File: src/rtl/bsg_manycore_lock_table_ctrl.sv
`timescale 1ns/1ps
// Multi-entry swap-lock table between endpoint and local memory: acquire/release = atomic read then store.
// Define BSG_MANYCORE_LOCK_CTRL_OWNER_CHECK_EN to let only the owning tile release a lock.
module bsg_manycore_lock_table_ctrl #(
  parameter int data_width_p   = 32,
  parameter int addr_width_p   = 32,
  parameter int x_cord_width_p = 4,
  parameter int y_cord_width_p = 4,
  parameter int lock_els_p     = 4,
  parameter int debug_p        = 0,
  localparam int mask_width_lp  = data_width_p >> 3,
  localparam int count_width_lp = $clog2(lock_els_p + 1)
) (
  input  logic                      clk_i,
  input  logic                      reset_i,
  input  logic                      in_v_i,
  output logic                      in_yumi_o,
  input  logic [data_width_p-1:0]   in_data_i,
  input  logic [mask_width_lp-1:0]  in_mask_i,
  input  logic [addr_width_p-1:0]   in_addr_i,
  input  logic                      in_we_i,
  input  logic                      in_swap_aq_i,
  input  logic                      in_swap_rl_i,
  input  logic [x_cord_width_p-1:0] in_x_cord_i,
  input  logic [y_cord_width_p-1:0] in_y_cord_i,
  output logic                      comb_v_o,
  input  logic                      comb_yumi_i,
  output logic [data_width_p-1:0]   comb_data_o,
  output logic [mask_width_lp-1:0]  comb_mask_o,
  output logic [addr_width_p-1:0]   comb_addr_o,
  output logic                      comb_we_o,
  input  logic [data_width_p-1:0]   returning_data_i,
  input  logic                      returning_v_i,
  output logic [data_width_p-1:0]   comb_returning_data_o,
  output logic                      comb_returning_v_o,
  output logic [count_width_lp-1:0] lock_count_o
);
  localparam int idx_width_lp = (lock_els_p > 1) ? $clog2(lock_els_p) : 1;

  typedef enum logic {e_idle, e_store} state_e;
  state_e state_r, state_n;

  logic [lock_els_p-1:0]     valid_r;
  logic [addr_width_p-1:0]   addr_tab [lock_els_p];
  logic [x_cord_width_p-1:0] x_tab    [lock_els_p];
  logic [y_cord_width_p-1:0] y_tab    [lock_els_p];

  logic [data_width_p-1:0]  data_r, fail_data_r;
  logic [mask_width_lp-1:0] mask_r;
  logic [addr_width_p-1:0]  addr_r;
  logic fail_r, fail_n, suppress_r, suppress_n;
  logic latch, alloc, clear;

  logic hit, own, free_avail;
  logic [idx_width_lp-1:0] hit_idx, free_idx;
  logic [count_width_lp-1:0] count;

  // Result printing is left to the bench; the parameter stays for drop-in compatibility.
  logic unused_debug;
  assign unused_debug = (debug_p != 0);

  always_comb begin
    hit = 1'b0;
    own = 1'b0;
    hit_idx = '0;
    free_avail = 1'b0;
    free_idx = '0;
    for (int i = 0; i < lock_els_p; i++) begin
      if (valid_r[i] && (addr_tab[i] == in_addr_i)) begin
        hit = 1'b1;
        hit_idx = idx_width_lp'(i);
        own = (x_tab[i] == in_x_cord_i) && (y_tab[i] == in_y_cord_i);
      end
    end
    // Walk downwards so the lowest free index wins.
    for (int i = lock_els_p - 1; i >= 0; i--) begin
      if (!valid_r[i]) begin
        free_avail = 1'b1;
        free_idx = idx_width_lp'(i);
      end
    end
  end

  always_comb begin
    count = '0;
    for (int i = 0; i < lock_els_p; i++) count = count + count_width_lp'(valid_r[i]);
  end
  assign lock_count_o = count;

  logic is_normal, is_aq, is_rl, aq_ok, rl_ok, swap_ok;
  assign is_normal = ~in_swap_aq_i & ~in_swap_rl_i;
  assign is_aq     =  in_swap_aq_i & ~in_swap_rl_i;
  assign is_rl     = ~in_swap_aq_i &  in_swap_rl_i;
  assign aq_ok     = is_aq & ~hit & free_avail;
`ifdef BSG_MANYCORE_LOCK_CTRL_OWNER_CHECK_EN
  assign rl_ok     = is_rl & own;
`else
  assign rl_ok     = is_rl & hit;
  logic unused_own;
  assign unused_own = own;
`endif
  assign swap_ok   = aq_ok | rl_ok;

  always_comb begin
    state_n = state_r;
    in_yumi_o = 1'b0;
    comb_v_o = 1'b0;
    comb_data_o = in_data_i;
    comb_mask_o = in_mask_i;
    comb_addr_o = in_addr_i;
    comb_we_o = in_we_i;
    latch = 1'b0;
    alloc = 1'b0;
    clear = 1'b0;
    fail_n = 1'b0;
    suppress_n = 1'b0;
    case (state_r)
      e_idle: begin
        if (is_normal) begin
          comb_v_o = in_v_i;
          in_yumi_o = in_v_i & comb_yumi_i;
        end else if (swap_ok) begin
          comb_v_o = in_v_i;
          comb_we_o = 1'b0;
          in_yumi_o = in_v_i & comb_yumi_i;
          if (in_v_i & comb_yumi_i) begin
            latch = 1'b1;
            alloc = aq_ok;
            clear = rl_ok;
            state_n = e_store;
          end
        end else begin
          in_yumi_o = in_v_i;
          fail_n = in_v_i;
        end
      end
      default: begin
        comb_v_o = 1'b1;
        comb_we_o = 1'b1;
        comb_data_o = data_r;
        comb_mask_o = mask_r;
        comb_addr_o = addr_r;
        if (comb_yumi_i) begin
          state_n = e_idle;
          suppress_n = 1'b1;
        end
      end
    endcase
  end

  // Fail echoes and store-response suppression never overlap a live memory response.
  always_comb begin
    comb_returning_v_o = returning_v_i;
    comb_returning_data_o = returning_data_i;
    if (fail_r) begin
      comb_returning_v_o = 1'b1;
      comb_returning_data_o = fail_data_r;
    end else if (suppress_r) begin
      comb_returning_v_o = 1'b0;
    end
  end

  always_ff @(posedge clk_i) begin
    if (reset_i) begin
      state_r <= e_idle;
      valid_r <= '0;
      fail_r <= 1'b0;
      suppress_r <= 1'b0;
    end else begin
      state_r <= state_n;
      fail_r <= fail_n;
      suppress_r <= suppress_n;
      if (alloc) valid_r[free_idx] <= 1'b1;
      if (clear) valid_r[hit_idx] <= 1'b0;
    end
  end

  always_ff @(posedge clk_i) begin
    if (latch) begin
      data_r <= in_data_i;
      mask_r <= in_mask_i;
      addr_r <= in_addr_i;
    end
    if (fail_n) fail_data_r <= in_data_i;
    if (alloc) begin
      addr_tab[free_idx] <= in_addr_i;
      x_tab[free_idx] <= in_x_cord_i;
      y_tab[free_idx] <= in_y_cord_i;
    end
  end

endmodule

File: config.mk
export PLATFORM = sky130hd
export DESIGN_NAME = bsg_manycore_lock_table_ctrl
export DESIGN_NICKNAME = d
export VERILOG_FILES = /design/src/rtl/bsg_manycore_lock_table_ctrl.sv
export SDC_FILE = /design/constraint.sdc
export NUM_CORES = 1
export LEC_CHECK = 0
export ABC_AREA = 1
export CAP_MARGIN = 15
export CORE_MARGIN = 2
export CORE_UTILIZATION = 45
export CTS_CLUSTER_SIZE = 28
export DETAILED_ROUTE_END_ITERATION = 8
export PLACE_DENSITY = 0.71
export RECOVER_POWER = 25
export SYNTH_ARGS = -nofsm -noshare
export SYNTH_HDL_FRONTEND = slang
export SYNTH_SLANG_ARGS = --single-unit
File: constraint.sdc
create_clock -name clk_i -period 12.1 [get_ports clk_i]
set_input_delay 1.815 -clock clk_i [delete_from_list [all_inputs] [get_ports clk_i]]
set_output_delay 1.815 -clock clk_i [all_outputs]
set_load 0.005 [all_outputs]
; ---- After elaboration in Yosys (flattened, before gate mapping)
; Memory sizes are Yosys's and may differ from the RTL's.
; Cells that the tools add are included.
; Widths: inputs -> output; s select.
[totals]
latchBits = 0
memories = 1
ff_bits = 107
rom_bits = 0
elab_cells = 99
mem_bits_rw = 128
[mem_list]
columns = name, words, word_bits, rd, rd_ports_with_merged_regs, wr, line
row1 = addr_tab, 4, 32, 4, 0, 1, 44  ; logic [addr_width_p-1:0] addr_tab [lock_els_p];
[op_classes]
order_cmp = 4
eq_ne = 4
n_shift = 0
n_mux = 57
reduce_logical = 7
div_mod_pow = 0
add_sub_neg = 3
bitwise = 15
mul = 0
[ops]
columns = operator, n
row1 = $eq 32x32->1, 4
row2 = $mux 32, 3
row3 = $mux 1, 42
row4 = $mux 4, 4
row5 = $mux 2, 6
row6 = $and 1x1->1, 7
row7 = $logic_and 1x1->1, 6
row8 = $lt 2x3->1 const B, 2
row9 = $and 4x4->4, 1
row10 = $demux 1 s2, 2
row11 = $ge 2x1->1 const B, 2
row12 = $not 1->1, 4
row13 = $not 4->4, 1
row14 = $or 4x4->4, 1
row15 = $add 2x1->3, 1
row16 = $add 3x1->3, 1
row17 = $add 1x1->2, 1
row18 = $reduce_or 2->1, 1
row19 = $or 1x1->1, 1

; ---- Longest topological paths before layout
; Gate-level depths: netlist (run 1).
; An unclocked memory read counts as a cell.
[logic_depth]
word_depth = 18
mapped_depth = 16
depth_no_buf = 16

; ---- Worst setup path after synthesis (run 1)
; Ideal clock, no wire load.
[synth_path]
path_kind = input to register
startpoint = in in_addr_i[19]
endpoint = mem addr_tab[1][0] (enable)
path_buffers = 1
path_slack_ns = 6.694
cell_stages = 12
setup_ns = 0.461
arrival_ns = 4.944
t_required_ns = 11.639
path_cell_list = buf_4 inv_1 nand2_1 nand4_1 nor2_1 nand2_1 nor2_1 nand2_1 nand2_2 nor2_4 nand3_2 nor3_1
[synth_via]
elab_chain_cells = 15
[synth_rtl]
columns = item, line
row1 = "start, declared", 20  ; input logic [addr_width_p-1:0] in_addr_i,
row2 = $eq 32x32->1, 69  ; if (valid_r[i] && (addr_tab[i] == in_addr_i)) begin
row3 = $logic_and 1x1->1, 69
row4 = $mux 1 (3 in series), 69
row5 = $mux 1 *, 69
row6 = $not 1->1, 94  ; assign aq_ok = is_aq & ~hit & free_avail;
row7 = $and 1x1->1 (2 in series), 94
row8 = $mux 1 / $or 1x1->1 (equally long branches), "126, 102"
row9 = $mux 1 *, 122  ; end else if (swap_ok) begin
row10 = $mux 1 *, 119  ; if (is_normal) begin
row11 = $mux 1 *, 117  ; case (state_r)
row12 = $mux 1 *, 185  ; if (alloc) begin
row13 = $mux 1 *, -
row14 = "end, declared", 44
; Mark *: on every way between the ends. The rest lies on a longest branch, timed or not.

; ---- Worst setup path in the final report (run 1)
[layout_path]
startpoint = in in_addr_i[0]
endpoint = out comb_we_o
[layout_via]
elab_chain_cells = 13
[layout_rtl]
columns = item, line
row1 = $eq 32x32->1, 69
row2 = $logic_and 1x1->1, 69
row3 = $mux 1 (3 in series), 69
row4 = $mux 1 *, 69
row5 = $not 1->1, 94
row6 = $and 1x1->1 (2 in series), 94
row7 = $or 1x1->1 *, 102  ; assign swap_ok = aq_ok | rl_ok;
row8 = $mux 1 *, 122
row9 = $mux 1 *, 119
row10 = $mux 1 *, 117
row11 = "end, declared", 31  ; output logic comb_we_o,
; Marks and branches as above.

==> results of run 1 <==
-- cells in the mapped netlist, drive strengths merged --
cell,count
a31oi,1
a21oi,5
edfxtp,228
or2,8
o21bai,1
nand3b,4
xnor2,21
and2,3
ha,3
inv,141
nand4,23
buf,7
nand2,551
xor2,15
dfxtp,7
o21ai,80
nand3,32
o211ai,3
nor2,140
fa,1
nor3,10
o22ai,8
nor3b,2
clkbuf,22
-- cell families (layout without fill, tap and decap cells) --
family / count (synthesis) / after routing
AO/OA/AOI/OAI: 98 / 98
AND/OR/NAND/NOR: 773 / 773
other: 0 / 1
buffers and inverters: 170 / 408
flip-flops: 235 / 235
XOR/XNOR: 36 / 36
adder cells (fa/ha/maj): 4 / 4
-- registers in the layout (all words and copies together) (netlist names) --
register     count
addr_tab       128
addr_r          32
data_r          32
fail_data_r     32
mask_r           4
valid_r          4
fail_r           1
state_r          1
suppress_r       1
-- cell usage in the layout (no fill, tap or decap), drive strengths merged, types with 5 or more instances in the layout --
| cell type | count |
|---|---|
| dfxtp | 7 |
| xnor2 | 21 |
| edfxtp | 228 |
| clkbuf | 32 |
| nor3 | 10 |
| nand3 | 32 |
| nor2 | 140 |
| o22ai | 8 |
| a21oi | 5 |
| nand4 | 23 |
| buf | 7 |
| inv | 141 |
| xor2 | 15 |
| dlygate4sd3 | 52 |
| o21ai | 80 |
| or2 | 8 |
| nand2 | 551 |
| clkinv | 8 |
| clkdlybuf4s50 | 162 |
-- per-stage QoR --
| stage | std cells | worst slack (ns) | util (%) |
|---|---|---|---|
| CTS | 1884 | 5.323 | 59.42 |
| detailed placement | 1838 | 5.348 | 56.00 |
| finish | 1885 | 5.273 | 59.43 |
| global route | 1885 | 5.108 | 59.43 |
| global placement | 1838 | 5.382 | 56.00 |
| floorplan | 1316 | 6.694 | - |
-- power by group through the flow --
| stage | clock network [W] | logic [W] | registers, W |
|---|---|---|---|
| final | 0.000814 | 0.000208 | 0.000912 |
| after global routing | 0.000849 | 0.000228 | 0.000913 |
| after CTS | 0.000822 | 0.000212 | 0.000912 |
| after floorplan | 0 | 0.0000782 | 0.000927 |
| after detailed placement | 0 | 0.000211 | 0.000929 |
| after global placement | 0 | 0.000209 | 0.000928 |
-- tightest hold or removal path, stage by stage, from the launching register on --
cell and delay, ns:
dfxtp_1 0.36, nor2_1 0.14, nor2_2 0.04
-- worst max-delay path by stage --
stage                                end  slack [ns]     startpoint  cells past startpoint
after floorplan           addr_tab[1][0]        6.69  in_addr_i[19]                     12
after global placement         comb_we_o        5.38   in_addr_i[0]                     16
after detailed placement       comb_we_o        5.35   in_addr_i[0]                     16
after CTS                      comb_we_o        5.32   in_addr_i[0]                     16
after global routing           comb_we_o        5.11  in_addr_i[31]                     17
final                          comb_we_o        5.27   in_addr_i[0]                     16
-- area by class of cell --
| cell class | instances | area (sq um) |
|---|---|---|
| flip-flops and latches | 235 | 6990 |
| multi-input cells | 911 | 4056 |
| repair buffers | 221 | 2195 |
| clock inverters | 14 | 171.4 |
| diodes | 1 | 2.502 |
| inverters | 141 | 529.3 |
| well taps | 330 | 412.9 |
| fillers | 2206 | 10270 |
| clock buffers | 32 | 694.4 |
-- layer usage --
| layer | wire (um) | vias to the layer above |
|---|---|---|
| met5 | 25 | - |
| met4 | 1199 | 4 |
| met3 | 3063 | 70 |
| met2 | 17280 | 390 |
| met1 | 15540 | 4444 |
| li1 | - | 4710 |
==> impl_metrics.json, run 1 <==
{
  "drt-initial-drc-count": 823,
  "met1_usage_pct": 35.72,
  "worstSetupStartpointType": "input pin",
  "hpwl_mm": 27.26,
  "via_per_inst": 5.102,
  "holdPathEnd": "valid_r[3]",
  "drv_cap": 0,
  "gr-total-overflow": 0,
  "portBuffers": 214,
  "cts_setup_buffers": 0,
  "crit_type": "in2out",
  "routabilityCongestion": 0.9397,
  "fin_worst_skew_ns": 0.009512,
  "fin_tns_setup_ns": 0,
  "nets": 1656,
  "ctsHoldBuffers": 0,
  "path_clk_slew_ns": 0.06,
  "synth_top_family_by_area": "simple AND/OR/NAND/NOR gates",
  "cts_sinks": 235,
  "setup-violations-final": 0,
  "p_total_w": 0.001934,
  "sw_frac_of_total_pct": 22.87,
  "min_path_cells": 2,
  "drc": 0,
  "slew_violations": 0,
  "start_util_pct": 46.08,
  "path_cells": "dlygate4sd3_1, inv_1, nand2_1, nand3_1, nor2_1, nand3_1, nor2_1, nand3_1, nand2_1, nor2_4, nand2_1, nand2_2, nand2_2, nand2_1, nand2_1, clkdlybuf4s50_1",
  "die-area_sq_mm": 0.02724,
  "pwr-share-comb_pct": 10.8,
  "holdWs_ns": 0.5735,
  "internal_power_w": 0.001492,
  "switching_power_w": 0.0004423,
  "syn_nets": 1436,
  "period_share_pct": 56.42,
  "wl_mm": 37.11,
  "placed_area_sq_mm": 0.01418,
  "powerDensity_mw_per_mm2": 128.5,
  "worst_r2r_endpoint": "addr_r[6]",
  "yosysTopAreaCell": "edfxtp_1",
  "hold_class": "reg2reg",
  "die_width_um": 165.0,
  "core_sq_mm": 0.02533,
  "cpMaxStageDelayCell": "dlygate4sd3_1",
  "grt_max_degree": 103,
  "grt_pass1_vias": 9014,
  "max_clock_freq_ghz": 0.1465,
  "use_met2_pct": 44.62,
  "synth_xor_area_share_pct": 2.702,
  "grt.total_usage_pct": 26.90,
  "worst_path_dominant_cell_family": "simple AND/OR/NAND/NOR gates",
  "row_count": 58,
  "crit_fanout": 10,
  "dr.pass1.iters": 5,
  "root_buffer": "clkbuf_16",
  "sequentialPowerShare_pct": 47.1,
  "r2r_start": "addr_tab[3][31]",
  "rr_worst_depth": 14,
  "met3_usage_pct": 4.947,
  "crit_top_cell": "nand2_1",
  "reg2reg_slack_ns": 8.46,
  "cp_data_required_time_ns": 10.28,
  "wl_per_cell_um": 19.68,
  "worstHoldStart": "valid_r[3]",
  "yosysWarningCount": 0,
  "synth_mux_area_share_pct": 0,
  "grt_pass1_wl_mm": 53.93,
  "final_area_sq_mm": 0.01505,
  "cts_resized": 0,
  "cts_tree": "yes",
  "ys_seq_elements": 235,
  "htree_levels": 1,
  "yosys.area_share.simple_pct": 26.94,
  "numCtsBuffers": 26,
  "synthCells": 1316,
  "critical_path_arrival_ns": 5.01,
  "die_y_um": 165.0,
  "synth_compound_area_share_pct": 4.417,
  "rsz0062_at_grt": "no",
  "via_count": 9618,
  "cts.path.max_buffers": 3,
  "crit_path_end_kind": "primary output",
  "path_buf_inv": 3,
  "hold_viol_final": 0,
  "max_slew_margin_pct": 26.39,
  "drive_above_1_share_pct": 5.470,
  "yosysSeqAreaShare_pct": 59.86,
  "syn_avg_cell_area_sq_um": 8.869,
  "top_usage_layer": "met2",
  "fin_crit_ns": 6.827,
  "max_slew.worst_pin.slew_ns": 1.102,
  "synthAdderAreaFrac_pct": 0.4931,
  "yosysTopAreaCellShare_pct": 58.66,
  "ant_nets": 0,
  "grt_antenna_before_repair": 3,
  "synth_area_leaders": "edfxtp_1, nand2_1, nor2_1, inv_1, o21ai_0",
  "synth_area_sq_mm": 0.01167,
  "status": "completed",
  "peakVddDrop_mv": 0.1110,
  "p_clk_share_pct": 42.1,
  "critPathMaxStageDelay_ns": 0.79,
  "clock_latency_ns": 0.54,
  "cellLeakagePower_nw": 6.191,
  "io_pins": 223,
  "ys_types": 36,
  "syn_to_final_growth_pct": 28.97
}
Note: power is estimated with default switching activity, not from simulation.
==> inputs of run 2 (changes only) <==
==> constraint.sdc (replaced) <==
create_clock -name clk_i -period 7.08 [get_ports clk_i]
set_input_delay 1.062 -clock clk_i [delete_from_list [all_inputs] [get_ports clk_i]]
set_output_delay 1.062 -clock clk_i [all_outputs]
set_load 0.005 [all_outputs]
==> run 2 against run 1 <==
Clock skew rose by 0.019 ns; setup slack worse by 3.4 ns; flip-flop and latch count is the same; clock-buffer cell count decreased by 4; worst hold slack improved by 0.034 ns; critical path type unchanged; largest cell class unchanged.
==> impl_metrics.json, run 2 (same netlist as run 1, synthesis figures left out) <==
{
  "drc": 0,
  "regMostFlops": "addr_tab",
  "fin_crit_ns": 5.227,
  "reg2reg_slack_ns": 3.76,
  "max_clock_freq_ghz": 0.1913,
  "portBuffers": 214,
  "gr-total-overflow": 0,
  "core_sq_mm": 0.02533,
  "rsz0062_at_grt": "no",
  "crit_fanout": 10,
  "start_util_pct": 46.08,
  "hpwl_mm": 26.71,
  "min_path_cells": 2,
  "peakVddDrop_mv": 0.1994,
  "ant_nets": 0,
  "powerDensity_mw_per_mm2": 214.4,
  "cts_resized": 0,
  "clock_latency_ns": 0.54,
  "period_share_pct": 73.82,
  "cellLeakagePower_nw": 6.166,
  "layout_common_cells": "nand2_1, edfxtp_1, clkdlybuf4s50_1",
  "cpMaxStageDelayCell": "dlygate4sd3_1",
  "path_buf_inv": 3,
  "drive_above_1_share_pct": 5.538,
  "holdPathEnd": "valid_r[3]",
  "fin_tns_setup_ns": 0,
  "drt-initial-drc-count": 753,
  "grt_pass1_vias": 9053,
  "die-area_sq_mm": 0.02724,
  "fin_worst_skew_ns": 0.02894,
  "r2r_start": "addr_tab[1][4]",
  "grt_max_degree": 103,
  "root_buffer": "clkbuf_16",
  "wl_mm": 36.08,
  "cp_data_required_time_ns": 6.02,
  "setup-violations-final": 0,
  "grt.total_usage_pct": 26.24,
  "row_count": 58,
  "syn_to_final_growth_pct": 28.51,
  "via_per_inst": 5.110,
  "cts_tree": "yes",
  "cts_setup_buffers": 0,
  "crit_type": "in2out",
  "critPathMaxStageDelay_ns": 0.81,
  "cts.path.max_buffers": 3,
  "worstHoldStart": "valid_r[3]",
  "drv_cap": 0,
  "dr.pass1.iters": 5,
  "final_common_cell": "nand2_1",
  "cts_sinks": 235,
  "worst_path_dominant_cell_family": "buffers and inverters",
  "grt_antenna_before_repair": 3,
  "critical_path_arrival_ns": 4.16,
  "max_slew.worst_pin.slew_ns": 1.157,
  "die_width_um": 165.0,
  "die_y_um": 165.0,
  "io_pins": 223,
  "slew_violations": 0,
  "crit_path_end_kind": "primary output",
  "nets": 1657,
  "ctsHoldBuffers": 0,
  "wl_per_cell_um": 19.14,
  "routabilityCongestion": 0.9858,
  "largest_reg_flops": 128,
  "via_count": 9633,
  "max_slew_margin_pct": 22.67,
  "htree_levels": 1,
  "worst_r2r_endpoint": "addr_r[8]",
  "crit_top_cell": "nand2_1",
  "p_total_w": 0.003216,
  "hold_class": "reg2reg",
  "worstSetupStartpointType": "input pin",
  "status": "completed",
  "path_clk_slew_ns": 0.07,
  "grt_pass1_wl_mm": 52.65,
  "numCtsBuffers": 25,
  "hold_viol_final": 0,
  "path_cells": "dlygate4sd3_1, inv_1, nand2_1, nand3_1, nor2_1, nand3_1, nor2_1, nand3_1, nand2_1, nor2_4, nand2_1, nand2_2, nand2_2, nand2_1, nand2_1, clkdlybuf4s50_1",
  "rr_worst_depth": 15
}
## run 2: cell count changes in the layout (fill, tap and decap cells not counted), sizes merged
cell,before,now
clkbuf,32,28
buf,7,9
bufinv,4,3
clkinvlp,2,3
diode,1,2
inv,141,142
## run 2: layer usage
metal / vias up / GRT usage, % / share of wire (%)
met5: - / 0 / 0.019
met2: 415 / 43.03 / 46
met4: 2 / 11.46 / 4.7
met3: 80 / 4.370 / 8.6
li1: 4704 / - / -
met1: 4432 / 34.44 / 41
## run 2: area by class of cell
cell class | count | area (sq um)
inverter | 141 | 529.3
clock buffer | 28 | 636.9
tap | 330 | 412.9
timing repair buffer | 223 | 2210
antenna | 2 | 5.005
clock inverter | 15 | 157.7
fill | 2180 | 10330
sequential | 235 | 6990
multi-input combinational | 911 | 4056
## run 2: where the power goes
part	switching [W]	internal (W)
Clock	0.000552	0.000754
Combinational	0.000189	0.000163
Sequential	0.00000907	0.00155
Total	0.000751	0.00247
## run 2: how the worst max path moves through the flow
stage / start / end / slack, ns / cells after the start
6_report: in_addr_i[0] / comb_we_o / 1.85 / 16
5_1_grt: in_addr_i[0] / comb_we_o / 1.65 / 16
4_1_cts: in_addr_i[18] / comb_v_o / 1.92 / 16
3_5_place_dp: in_addr_i[18] / comb_v_o / 1.92 / 16
3_3_place_gp: in_addr_i[18] / comb_we_o / 1.96 / 17
2_1_floorplan: in_addr_i[19] / addr_tab[1][0] / 2.43 / 12
## run 2: worst reg2reg max path, stage by stage (launching register included)
cell and delay (ns):
edfxtp_1 0.36, inv_1 0.05, nand2_1 0.18, nand2_1 0.10, nor2_1 0.29, nand2_1 0.10, nor2_1 0.28, nand3_1 0.14
nor2_2 0.13, nor2_2 0.06, nand2_4 0.08, nand2_2 0.06, nand2_2 0.09, nand2_2 0.09, nor2_4 0.48, buf_4 0.48
## run 2: metrics by stage
| step | std cells | util [%] | cell area (sq um) | hold WS [ns] | setup slack (ns) |
|---|---|---|---|---|---|
| final | 1885 | 59.22 | 15000 | 0.6075 | 1.853 |
| after global routing | 1884 | 59.21 | 15000 | 0.6317 | 1.653 |
| after CTS | 1883 | 59.20 | 14990 | 0.6075 | 1.921 |
| after detailed placement | 1840 | 56.06 | 14200 | 0.5863 | 1.915 |
| after global placement | 1840 | 56.06 | 14200 | 0.5805 | 1.963 |
| after floorplan | 1316 | - | 11670 | 0.5128 | 2.427 |
==> inputs of run 3 (changes only) <==
==> constraint.sdc (replaced) <==
create_clock -name clk_i -period 4.9 [get_ports clk_i]
set_input_delay 0.735 -clock clk_i [delete_from_list [all_inputs] [get_ports clk_i]]
set_output_delay 0.735 -clock clk_i [all_outputs]
set_load 0.005 [all_outputs]
==> run 3 against run 2 <==
Power grew 42%; core utilization up 0.44 points; design area increased by 0.75%; via count is 0.92% higher; die area unchanged; routed wire length grew 2.5%; global-route usage up 0.87 points; critical path type unchanged; sequential share of layout area shrank 0.35 points; clock-buffer cell count rose by 6; setup slack got worse by 1.4 ns.
==> impl_metrics.json, run 3 (same netlist as run 1, synthesis figures left out) <==
{
  "max_clock_freq_ghz": 0.2253,
  "final_area_sq_mm": 0.01511,
  "worstSetupStartpointType": "input pin",
  "max_slew_margin_pct": 30.66,
  "critical_path_arrival_ns": 3.70,
  "gr-total-overflow": 0,
  "r2r_start": "addr_tab[3][26]",
  "cts.path.max_buffers": 3,
  "fin_tns_setup_ns": 0,
  "drc": 0,
  "regMostFlops": "addr_tab",
  "crit_type": "in2out",
  "worst_path_dominant_cell_family": "buffers and inverters",
  "drv_cap": 0,
  "register_area_sq_mm": 0.006990,
  "rr_worst_depth": 12,
  "multi_input_area_sq_mm": 0.004056,
  "cellLeakagePower_nw": 6.233,
  "fin_crit_ns": 4.438,
  "cpMaxStageDelayCell": "dlygate4sd3_1",
  "worstHoldStart": "valid_r[3]",
  "htree_levels": 1,
  "die_y_um": 165.0,
  "crit_path_end_kind": "primary output",
  "root_buffer": "clkbuf_16",
  "cts_tree": "yes",
  "row_count": 58,
  "cts_resized": 0,
  "dr.pass1.iters": 5,
  "cp_data_required_time_ns": 4.16,
  "path_clk_slew_ns": 0.06,
  "io_pins": 223,
  "crit_top_cell": "nand2_1",
  "peakVddDrop_mv": 0.2408,
  "wl_per_cell_um": 19.35,
  "cp.depth": 16,
  "clock_latency_ns": 0.53,
  "largest_reg_flops": 128,
  "path_buf_inv": 3,
  "max_slew.worst_pin.slew_ns": 1.039,
  "crit_fanout": 9,
  "grt_antenna_before_repair": 2,
  "path_cells": "dlygate4sd3_1, clkbuf_1, xnor2_1, nand2_1, nor2_1, nand2_1, nor2_1, nand3_1, nand2_1, nor2_4, nand2_1, nand2_2, nand2_2, nand2_1, nand2_1, clkdlybuf4s50_1",
  "portBuffers": 214,
  "status": "completed",
  "hpwl_mm": 27.89,
  "critPathMaxStageDelay_ns": 0.55,
  "cts_sinks": 235,
  "core_sq_mm": 0.02533,
  "start_util_pct": 46.08,
  "die_width_um": 165.0,
  "setup-violations-final": 0,
  "hold_class": "reg2reg",
  "die-area_sq_mm": 0.02724,
  "cts_setup_buffers": 0,
  "drt-initial-drc-count": 945,
  "holdPathEnd": "valid_r[3]",
  "min_path_cells": 2,
  "nets": 1683,
  "wl_mm": 36.98,
  "reg2reg_slack_ns": 2.00,
  "grt_pass1_wl_mm": 54.01,
  "grt_pass1_vias": 9215,
  "via_count": 9722,
  "fin_worst_skew_ns": 0.01629,
  "dp_cells": 1866,
  "ctsHoldBuffers": 0,
  "rsz0062_at_grt": "no",
  "final_common_cell": "nand2_1",
  "numCtsBuffers": 25,
  "n_fill_cell": 2215,
  "drive_above_1_share_pct": 6.076,
  "placed_area_sq_mm": 0.01441,
  "worst_r2r_endpoint": "data_r[7]",
  "via_per_inst": 5.087,
  "hold_viol_final": 0,
  "grt.total_usage_pct": 27.11,
  "powerDensity_mw_per_mm2": 301.4,
  "grt_max_degree": 69,
  "slew_violations": 0,
  "period_share_pct": 90.58,
  "layout_common_cells": "nand2_1, edfxtp_1, clkdlybuf4s50_1",
  "syn_to_final_growth_pct": 29.47,
  "ant_nets": 0,
  "fin_cells": 1911,
  "routabilityCongestion": 0.9549
}
==> run 3: layer usage <==
metal / part of all wire (%) / routed length [um] / up-vias / GRT usage [%]
met5: 0.024 / 9 / - / 0
met4: 3.4 / 1251 / 2 / 9.368
met3: 8.8 / 3252 / 65 / 4.395
met2: 48 / 17570 / 417 / 46.46
met1: 40 / 14890 / 4479 / 34.95
li1: - / - / 4759 / -
==> run 3: final cells by class <==
type                    count  area share (%)
multi-input cells         911           26.84
repair buffers            249           15.65
clock inverters            10          0.4968
well taps                 330           2.732
flip-flops and latches    235           46.26
inverters                 141           3.503
diodes                      1         0.01656
clock buffers              34           4.496
==> run 3: worst max-delay path by stage <==
stage / start / end / slack [ns]
after floorplan: in_addr_i[19] / addr_tab[1][0] / 0.57
after global placement: in_addr_i[5] / comb_we_o / 0.62
after detailed placement: in_addr_i[20] / comb_v_o / 0.55
after CTS: in_addr_i[20] / comb_v_o / 0.55
after global routing: in_addr_i[19] / comb_we_o / 0.23
final: in_addr_i[18] / comb_we_o / 0.46
==> run 3: where the power goes <==
group          leakage, nW  switching, W  internal [W]
registers             2.13     0.0000107       0.00224
clock network        0.372      0.000764       0.00102
logic                 3.73      0.000281      0.000243
==> run 3: worst reg2reg max path: cells and delay by family (launching register included) <==
| family | cells | cell delay [ns] |
|---|---|---|
| xor+xnor | 1 | 0.48 |
| buf+inv | 1 | 0.35 |
| flops | 1 | 0.38 |
| simple gates | 10 | 1.33 |
==> run 3: stage by stage <==
stage          util (%)  worst slack [ns]  total power [W]  hold WS [ns]
4_1_cts           59.86            0.5511         0.004601        0.5854
2_1_floorplan         -            0.5743         0.002482        0.5128
5_1_grt           59.66            0.2336         0.004720        0.6278
6_report          59.66            0.4617         0.004555        0.5891
3_5_place_dp      56.88            0.5550         0.002830        0.5752
3_3_place_gp      56.88            0.6177         0.002824        0.5737
